===== config.mk =====
export PLATFORM = sky130hd
export DESIGN_NAME = ram8_fifo_ctrl
export DESIGN_NICKNAME = d
export VERILOG_FILES = /design/src/rtl/ram8_fifo_ctrl.sv
export SDC_FILE = /design/constraint.sdc
export NUM_CORES = 1
export LEC_CHECK = 0
export ABC_CLOCK_PERIOD_IN_PS = 3400
export CAP_MARGIN = 20
export CORE_UTILIZATION = 45
export DETAILED_ROUTE_END_ITERATION = 6
export PLACE_DENSITY = 0.84
export SYNTH_ARGS = -nofsm -noshare
export SYNTH_HDL_FRONTEND = slang
export SYNTH_SLANG_ARGS = --single-unit

===== constraint.sdc =====
create_clock -name CLK -period 3.4 [get_ports CLK]
set_input_delay 0.51 -clock CLK [delete_from_list [all_inputs] [get_ports CLK]]
set_output_delay 0.51 -clock CLK [all_outputs]
set_load 0.005 [all_outputs]

===== src/rtl/ram8_fifo_ctrl.sv =====
// ram8_fifo_ctrl: 9-byte FIFO built from an external RAM8 plus a registered head stage.
// Optional RAM8_FIFO_FLUSH_EN adds a synchronous flush input.
module ram8_fifo_ctrl #(
    parameter int ADDR_W = 3,
    parameter int DATA_W = 8
) (
    input  logic              CLK,
    input  logic              RST,
`ifdef RAM8_FIFO_FLUSH_EN
    input  logic              flush,
`endif
    input  logic              push_valid,
    output logic              push_ready,
    input  logic [DATA_W-1:0] push_data,
    output logic              pop_valid,
    input  logic              pop_ready,
    output logic [DATA_W-1:0] pop_data,
    output logic [ADDR_W:0]   level,
    output logic              ram_en,
    output logic              ram_we,
    output logic [ADDR_W-1:0] ram_a,
    output logic [DATA_W-1:0] ram_di,
    input  logic [DATA_W-1:0] ram_do
);
    localparam logic [ADDR_W:0] DEPTH = {1'b1, {ADDR_W{1'b0}}};

    logic [ADDR_W-1:0] wr_ptr, rd_ptr;
    logic [ADDR_W:0]   ram_cnt;
    logic              fl, run, head_free, prefetch, bypass, push_fire, rd, wr;

`ifdef RAM8_FIFO_FLUSH_EN
    assign fl = flush;
`else
    assign fl = 1'b0;
`endif

    always_comb begin
        run        = !RST && !fl;
        head_free  = !pop_valid || pop_ready;
        prefetch   = head_free && (ram_cnt != '0);
        bypass     = head_free && (ram_cnt == '0);
        push_ready = run && (ram_cnt != DEPTH) && !prefetch;
        push_fire  = push_valid && push_ready;
        rd         = run && prefetch;
        wr         = push_fire && !bypass;
        ram_en     = rd || wr;
        ram_we     = wr;
        ram_a      = rd ? rd_ptr : wr ? wr_ptr : '0;
        ram_di     = wr ? push_data : '0;
        level      = ram_cnt + {{ADDR_W{1'b0}}, pop_valid};
    end

    // The RAM port serves either a head refill or a push write, refill first.
    always_ff @(posedge CLK) begin
        if (RST) begin
            wr_ptr    <= '0;
            rd_ptr    <= '0;
            ram_cnt   <= '0;
            pop_valid <= 1'b0;
            pop_data  <= '0;
        end else if (fl) begin
            wr_ptr    <= '0;
            rd_ptr    <= '0;
            ram_cnt   <= '0;
            pop_valid <= 1'b0;
        end else if (rd) begin
            pop_data  <= ram_do;
            pop_valid <= 1'b1;
            rd_ptr    <= rd_ptr + 1'b1;
            ram_cnt   <= ram_cnt - 1'b1;
        end else if (push_fire && bypass) begin
            pop_data  <= push_data;
            pop_valid <= 1'b1;
        end else if (wr) begin
            wr_ptr    <= wr_ptr + 1'b1;
            ram_cnt   <= ram_cnt + 1'b1;
        end else if (pop_valid && pop_ready) begin
            pop_valid <= 1'b0;
        end
    end
endmodule


== Word-level counts from Yosys, hierarchy flattened ==
Index checks and enable logic that the tools add are counted.

* Register bits after elaboration: 19
* Input port bits: 20
* Output and inout port bits: 27
* Logic and storage cells: 50

* $add $sub $neg: 5
* Equal/unequal tests: 3
* Mux-type cells: 12
* Bitwise logic cells: 2
* Reduce and logical (&&, ||, !) cells: 23

{| class="wikitable"
|+ Operator list
! cell !! count
|-
| 8-bit 2-to-1 mux || 3
|-
| 4-bit 2-to-1 mux || 3
|-
| 1-bit logical AND || 9
|-
| 3-bit by 1-bit adder with 3-bit output, second input constant || 2
|-
| 3-bit 2-to-1 mux || 2
|-
| 4-bit by 1-bit adder with 4-bit output || 1
|-
| 4-bit by 1-bit adder with 4-bit output, second input constant || 1
|-
| 1-bit zero test || 4
|-
| 4-bit zero test || 1
|-
| 1-bit 2-to-1 mux || 4
|-
| 4-bit != test, second input constant || 1
|-
| 2-bit AND reduction || 2
|-
| 2-bit nonzero test || 2
|-
| 4-bit nonzero test || 1
|-
| 4-bit by 1-bit subtractor with 4-bit output, second input constant || 1
|-
| 3-bit by 1-bit != test with 1-bit output, second input constant || 1
|-
| 3-bit AND reduction || 1
|-
| 3-bit nonzero test || 1
|-
| 1-bit logical OR || 2
|-
| 2-bit != test, second input constant || 1
|-
| 1-bit NOT || 2
|}

== Depth between registers and ports, before layout ==
Gate-level depths: netlist of run 1.

* Depth in word-level cells: 10
* Gate-level depth with buffers: 9
* Gate-level depth less buffers: 8

== Worst setup path after synthesis of run 1 ==
No wires, ideal clock.

* Path kind: input-to-output
* From: input push_valid
* To: output ram_a[1]
* Arrival: 1.562 ns
* Data required time: 2.890 ns
* Slack: 1.328 ns
* Cell stages on the path: 4
* Buffers on the path: 1
* Cell sequence: or2b_1 a211oi_4 buf_2 a22o_1

* Longest elaborated chain between the ends: 4

{| class="wikitable"
|+ RTL lines
! element !! line !! text
|-
| from (decl) || 12 || <nowiki>input logic push_valid,</nowiki>
|-
| 1-bit logical AND || 43 || <nowiki>push_fire = push_valid && push_ready;</nowiki>
|-
| 1-bit logical AND || 45 || <nowiki>wr = push_fire && !bypass;</nowiki>
|-
| net ram_we || 20 || <nowiki>output logic ram_we,</nowiki>
|-
| 3-bit 2-to-1 mux (2 in a row) || 48 || <nowiki>ram_a = rd ? rd_ptr : wr ? wr_ptr : '0;</nowiki>
|-
| to (decl) || 21 || <nowiki>output logic [ADDR_W-1:0] ram_a,</nowiki>
|}

The timed path passes the listed nets, and every way through them passes these cells.

== Worst setup path in the final report of run 1 ==
* From: input push_valid
* To: output ram_di[1]

* Longest elaborated chain between the ends: 3

{| class="wikitable"
|+ RTL lines
! element !! line !! text
|-
| 1-bit logical AND || 43 ||
|-
| 1-bit logical AND || 45 ||
|-
| 8-bit 2-to-1 mux || 49 || <nowiki>ram_di = wr ? push_data : '0;</nowiki>
|-
| to (decl) || 22 || <nowiki>output logic [DATA_W-1:0] ram_di,</nowiki>
|}

No other way between the ends.

==> out/qor.csv, run 1 <==
stage;metric;value;unit
sta;max_freq;320;MHz
layout;multiInputGateArea;647;um2
synth;muxShareOfSynthArea;4.69;%
route;viasPerCell;5.39;
global_routing;grt_pass1_wl;4640;um
pwr;finalPower;871;uW
sta;rsz0062_at_grt;false;
route;ant_nets;0;
synth;synth-adder-area-share;5.71;%
synth;synth_simple_gate_area_share;27.0;%
sta;layout_setup_ws;0.278;ns
worst_setup_path;cp-end-kind;output port;
cts;cts_tree;built;
sta;hold_viol_final;0;
sta;finClkSkew;0.00297;ns
synth;yosysTopAreaCellShare;34.7;%
worst_setup_path;critPathMaxFanout;13;
job;maxCapViolations;0;
sta;worstMarginPinSlew;0.438;ns
cts;insertion_delay;0.29;ns
pwr;leakagePower;0.000625;uW
pwr;pwr_density_cell;542;nW/um2
worst_setup_path;worst_setup_path_start_kind;input pin;
route;drt_iter0_markers;17;
placement;place_hpwl;2260;um
floorplan;num_rows;17;
floorplan;fp.dieH;51.3;um
floorplan;initial_utilization;48.6;%
synth;synth_compound_area_share;16.9;%
synth;synth_top_family_by_area;simple AND/OR/NAND/NOR gates;
placement;gp_congestion;0.777;
cts;clock_path_buffers;2;
cts;numCtsBuffers;3;
layout;nNetsFinal;196;
placement;place_ws;0.279;ns
global_routing;grt_pass1_vias;1009;
synth;syn_area_per_cell;8.83;um2
global_routing;grt_start_max_net_pins;22;
global_routing;gr-usage-all-layers;23.8;%
placement;portBuffers;46;
sta;period_share;91.8;%
floorplan;ios;47;
sta;tns;0;ns
cts;post_cts_buffers;0;
route;firstDrtPassIters;4;
outcome;status;complete, no violations;
synth;synth_nets;149;
layout;fin_util;71.3;%
route;via_count;1067;
synth;yosys.area.top_type;dfxtp_1;
synth;synth_area;1090;um2
sta;drv_slew;0;
synth;ys_seq_elements;19;
layout;seq_area;380;um2
sta;slew_headroom;70.8;%
worst_setup_path;critical_path_class;in -> out;
cts;cts.repair.resized;0;
worst_hold_path;hold_class;reg -> reg;
worst_setup_path;arrival;2.61;ns
cts;cts-root-buf;clkbuf_4;
layout;n_antenna_cell;0;
synth;synth_seq_area_share;34.7;%
global_routing;grt-ovfl-total;0;
cts;cts_hold_buf;0;
route;drc;0;
synth;synth_area_leaders;dfxtp_1, ha_1, and2_1;
synth;yosys.area_share.xor_xnor;4.80;%
synth;yosys_warnings;0;
pwr;vdd_ir_drop_max;0.337;mV
synth;synth_cells;124;
sta;finalCriticalPeriod;3.12;ns
layout;drive_gt1_share;8.82;%
floorplan;fp.dieW;51.3;um
synth;synth.distinct_cells;35;
floorplan;core;2250;um2
sta;final-setup-viol-count;0;
layout;fillers;187;
global_routing;antenna_found_initial;0;
placement;placed_cells;194;
floorplan;die_area;2630;um2
route;wl_per_cell;14.4;um
layout;fin_cells;198;
worst_setup_path;crit_required;2.89;ns
cts;clk_pin_slew_worst_paths;0.10;ns
layout;areaGrowthSynthToFinish;46.7;%
cts;h-tree-depth;1;
cts;clock_sinks;19;
route;finalWirelength;2860;um
==> synth_stat cells <==
cell type / instances
xnor2_1: 3
a22o_1: 4
or2b_1: 1
and3_1: 1
a21oi_1: 7
nor3_1: 9
a221oi_1: 3
inv_1: 2
or3_1: 2
mux2i_1: 4
nor2_1: 9
nor3_4: 1
and2_1: 9
a211oi_4: 1
o2111ai_1: 1
o311ai_0: 1
or4_4: 1
or2_1: 1
nor2b_1: 2
buf_6: 3
nand2b_1: 1
ha_1: 5
a22oi_1: 5
dfxtp_1: 19
nand2_1: 11
clkbuf_1: 3
buf_2: 3
mux2_2: 1
nor2_2: 1
nor4_2: 1
o21ai_0: 1
nand3_1: 3
xor2_1: 3
nand4_1: 1
o21ai_2: 1
==> cells in the final DEF (no fill, tap or decap), types with 3 or more instances in the layout <==
cell type,netlist,final
dfxtp_1,19,19
a22o_1,4,4
ha_1,5,5
buf_4,0,4
a221oi_1,3,3
a21oi_1,7,7
clkbuf_4,0,3
xnor2_1,3,3
nand3_1,3,3
a22oi_1,5,5
nand2_1,11,11
nor3_1,9,9
clkdlybuf4s50_1,0,46
xor2_1,3,3
mux2i_1,4,4
and2_1,9,9
nor2_1,9,9
==> critical path, stage by stage <==
cell and delay, ns:
clkdlybuf4s50_1 0.55, or2b_1 0.34, a211oi_4 0.38, buf_12 0.18
and2_1 0.13, clkdlybuf4s50_1 0.51
==> layout make-up <==
cell class	instances	share of cell area (%)
inverter	2	0.467
tap	28	2.18
sequential	19	23.7
timing repair buffer	51	31.8
clock buffer	4	1.64
multi-input combinational	94	40.3
==> per-layer routing <==
layer	global-route usage, %	vias to the layer above	part of all wire, %	wire [um]
met5	0	-	0	0
met4	9.01	0	0.94	27
met3	2.68	2	2.4	70
met2	41.0	24	53	1520
met1	30.3	503	43	1240
li1	-	538	-	-
==> final timing paths <==
| path | from | to | slack [ns] | cells past startpoint |
|---|---|---|---|---|
| setup / recovery | push_valid | ram_di[1] | 0.28 | 6 |
| hold / removal | pop_data[0]$_SDFFE_PP0P_ | pop_data[0]$_SDFFE_PP0P_ | 0.46 | 2 |
| setup reg to reg | ram_cnt[3]$_SDFFE_PP0P_ | ram_cnt[2]$_SDFFE_PP0P_ | 1.21 | 7 |
| hold reg to reg | pop_data[0]$_SDFFE_PP0P_ | pop_data[0]$_SDFFE_PP0P_ | 0.46 | 2 |
==> power by group <==
group	total (uW)	internal, uW	switching [uW]	leakage (uW)
Clock	114	45.6	68.2	0.0000150
Sequential	327	274	53.0	0.000155
Combinational	431	233	198	0.000455
Total	871	552	319	0.000625
==> stage by stage <==
stage                     cell area, um2  hold WS, ns
after floorplan                     1090        0.434
after global placement              1580        0.443
after detailed placement            1580        0.450
after CTS                           1610        0.465
after global routing                1610        0.491
final                               1610        0.464
==> cell families (layout without fill, tap and decap cells) <==
| family | count (synthesis) | count (layout) |
|---|---|---|
| fa+ha+maj | 5 | 5 |
| mux | 5 | 5 |
| buf+inv | 11 | 57 |
| compound gates | 24 | 24 |
| flops | 19 | 19 |
| xor+xnor | 6 | 6 |
| simple gates | 54 | 54 |
==> flip-flops by register name (all words and copies together) (netlist names) <==
| signal | count |
|---|---|
| wr_ptr | 3 |
| rd_ptr | 3 |
| pop_data | 8 |
| ram_cnt | 4 |
| pop_valid | 1 |
Note: power is estimated with default switching activity, not from simulation.
==> run 2, diff against run 1 <==
--- a/config.mk
+++ b/config.mk
@@ -9,6 +9,7 @@
 export CAP_MARGIN = 20
 export CORE_UTILIZATION = 45
 export DETAILED_ROUTE_END_ITERATION = 6
+export GPL_ROUTABILITY_DRIVEN = 0
 export PLACE_DENSITY = 0.84
 export SYNTH_ARGS = -nofsm -noshare
 export SYNTH_HDL_FRONTEND = slang
==> results of run 2 <==
Same layout as run 1: the final DEF is identical, and so are final timing and power.
==> run 3, diff against run 2 <==
--- a/config.mk
+++ b/config.mk
@@ -10,7 +10,7 @@
 export CORE_UTILIZATION = 45
 export DETAILED_ROUTE_END_ITERATION = 6
 export GPL_ROUTABILITY_DRIVEN = 0
-export PLACE_DENSITY = 0.84
+export PLACE_DENSITY = 0.81
 export SYNTH_ARGS = -nofsm -noshare
 export SYNTH_HDL_FRONTEND = slang
 export SYNTH_SLANG_ARGS = --single-unit
==> run 3 against run 2 <==
- sequential cell count is the same
- utilization decreased by 0.56 points
- power rose by 0.50%
- clock power grew 4%
- clock skew about the same
- via count up 2.9%
- highest routed layer unchanged
==> out/qor.csv, run 3 (same netlist as run 1, synthesis figures left out) <==
stage;metric;value;unit
worst_setup_path;crit_path_frequent_cell;clkdlybuf4s50_1;
worst_setup_path;arrival;2.50;ns
layout;nNetsFinal;196;
worst_setup_path;worstReg2RegStart;ram_cnt[3]$_SDFFE_PP0P_;
worst_setup_path;path_cells;clkdlybuf4s50_1, or2b_1, a211oi_4, buf_4, or2_1, clkdlybuf4s50_1;
sta;period_share;88.4;%
global_routing;grt_pass1_vias;1083;
floorplan;fp.dieH;51.3;um
global_routing;antenna_found_initial;0;
placement;place_hpwl;2270;um
layout;final_area;1590;um2
layout;areaGrowthSynthToFinish;45.6;%
route;firstDrtPassIters;4;
global_routing;grt-ovfl-total;0;
sta;layout_setup_ws;0.393;ns
global_routing;grt_start_max_net_pins;22;
sta;worstMarginPinSlew;0.433;ns
cts;cts_tree;built;
layout;largest_register_ff_count;8;
route;wl_per_cell;15.2;um
route;viasPerCell;5.55;
floorplan;ios;47;
worst_hold_path;hp-start;pop_data[3]$_SDFFE_PP0P_;
cts;cts.repair.resized;0;
pwr;power.share.clock;13.5;%
worst_hold_path;hold_class;reg -> reg;
placement;place_ws;0.407;ns
global_routing;grt_pass1_wl;4660;um
pwr;vdd_ir_drop_max;0.393;mV
pwr;swShare;37.1;%
cts;h-tree-depth;1;
layout;regMostFlops;pop_data;
floorplan;die_area;2630;um2
layout;mostFrequentLayoutCell;clkdlybuf4s50_1;
cts;clock_sinks;19;
cts;numCtsBuffers;3;
sta;tns;0;ns
sta;finClkSkew;0.00312;ns
layout;layout_common_cells;clkdlybuf4s50_1, dfxtp_1, nand2_1;
sta;final-setup-viol-count;0;
sta;max_freq;333;MHz
route;ant_nets;0;
pwr;comb_power_share;49.2;%
route;drt_iter0_markers;20;
cts;post_cts_buffers;0;
pwr;pwr_density_cell;549;nW/um2
sta;drv_slew;0;
cts;cts-root-buf;clkbuf_4;
sta;hold_viol_final;0;
sta;slew_headroom;70.9;%
floorplan;fp.dieW;51.3;um
layout;drive_gt1_share;8.82;%
worst_setup_path;crit_required;2.89;ns
floorplan;core;2250;um2
sta;rsz0062_at_grt;false;
route;finalWirelength;3020;um
worst_setup_path;critical_path_class;in -> out;
route;drc;0;
pwr;power_frac_seq;37.3;%
cts;insertion_delay;0.30;ns
placement;dpl_cell_area;1570;um2
worst_setup_path;max_stage_delay;0.54;ns
global_routing;gr-usage-all-layers;23.8;%
layout;n_antenna_cell;0;
outcome;status;complete, no violations;
pwr;leakagePower;0.000623;uW
worst_setup_path;worst_setup_path_start_kind;input pin;
layout;largest_registers;pop_data (8), ram_cnt (4);
cts;cts_hold_buf;0;
sta;finalCriticalPeriod;3.01;ns
cts;clock_path_buffers;2;
placement;portBuffers;46;
pwr;p_sw;325;uW
worst_setup_path;startpoint;push_valid;
floorplan;initial_utilization;48.6;%
route;via_count;1098;
worst_setup_path;critPathMaxFanout;8;
worst_setup_path;cp-end-kind;output port;
floorplan;num_rows;17;
pwr;p_int;550;uW
worst_setup_path;cpMaxStageDelayCell;clkdlybuf4s50_1;
cts;clk_pin_slew_worst_paths;0.11;ns
job;maxCapViolations;0;
run 3: cell counts in the layout (fill, tap and decap cells not counted):
No cell type changed its count.
run 3: cell type report:
class	count	area, um2
Fill cell	190	661
Clock buffer	4	26.3
Sequential cell	19	380
Timing Repair Buffer	51	498
Inverter	2	7.51
Multi-Input combinational cell	94	647
Tap cell	28	35.0
run 3: worst max-delay path: cells and delay by family:
| kind | cells | cell delay (ns) |
|---|---|---|
| buffers and inverters | 3 | 1.25 |
| AND/OR/NAND/NOR | 2 | 0.48 |
| AO/OA/AOI/OAI | 1 | 0.25 |
run 3: worst paths after layout:
path	cells after the start	to	slack [ns]
worst min-delay path	2	pop_data[3]$_SDFFE_PP0P_	0.46
worst min register to register	2	pop_data[3]$_SDFFE_PP0P_	0.46
worst max register to register	7	ram_cnt[2]$_SDFFE_PP0P_	1.27
worst max-delay path	6	ram_en	0.39
run 3: per-layer routing:
layer,GRT usage [%],part of all wire (%),vias to the layer above
li1,-,-,532
met1,27.9,43,527
met2,41.9,51,35
met3,5.06,5.1,4
met4,9.46,1.2,0
met5,0,0,-
run 3: power groups by stage:
stage | Clock [uW] | Sequential, uW | Combinational, uW
floorplan | 0 | 313 | 264
global placement | 0 | 328 | 414
detailed placement | 0 | 331 | 429
CTS | 120 | 326 | 431
global route | 130 | 331 | 475
finish | 118 | 327 | 431
run 3: stage by stage:
stage | util (%) | power [uW] | hold slack (ns) | cells
2_1_floorplan | - | 578 | 0.434 | 124
3_3_place_gp | 69.5 | 742 | 0.443 | 194
3_5_place_dp | 69.5 | 760 | 0.451 | 194
4_1_cts | 70.7 | 877 | 0.466 | 198
5_1_grt | 70.7 | 936 | 0.503 | 198
6_report | 70.7 | 876 | 0.465 | 198
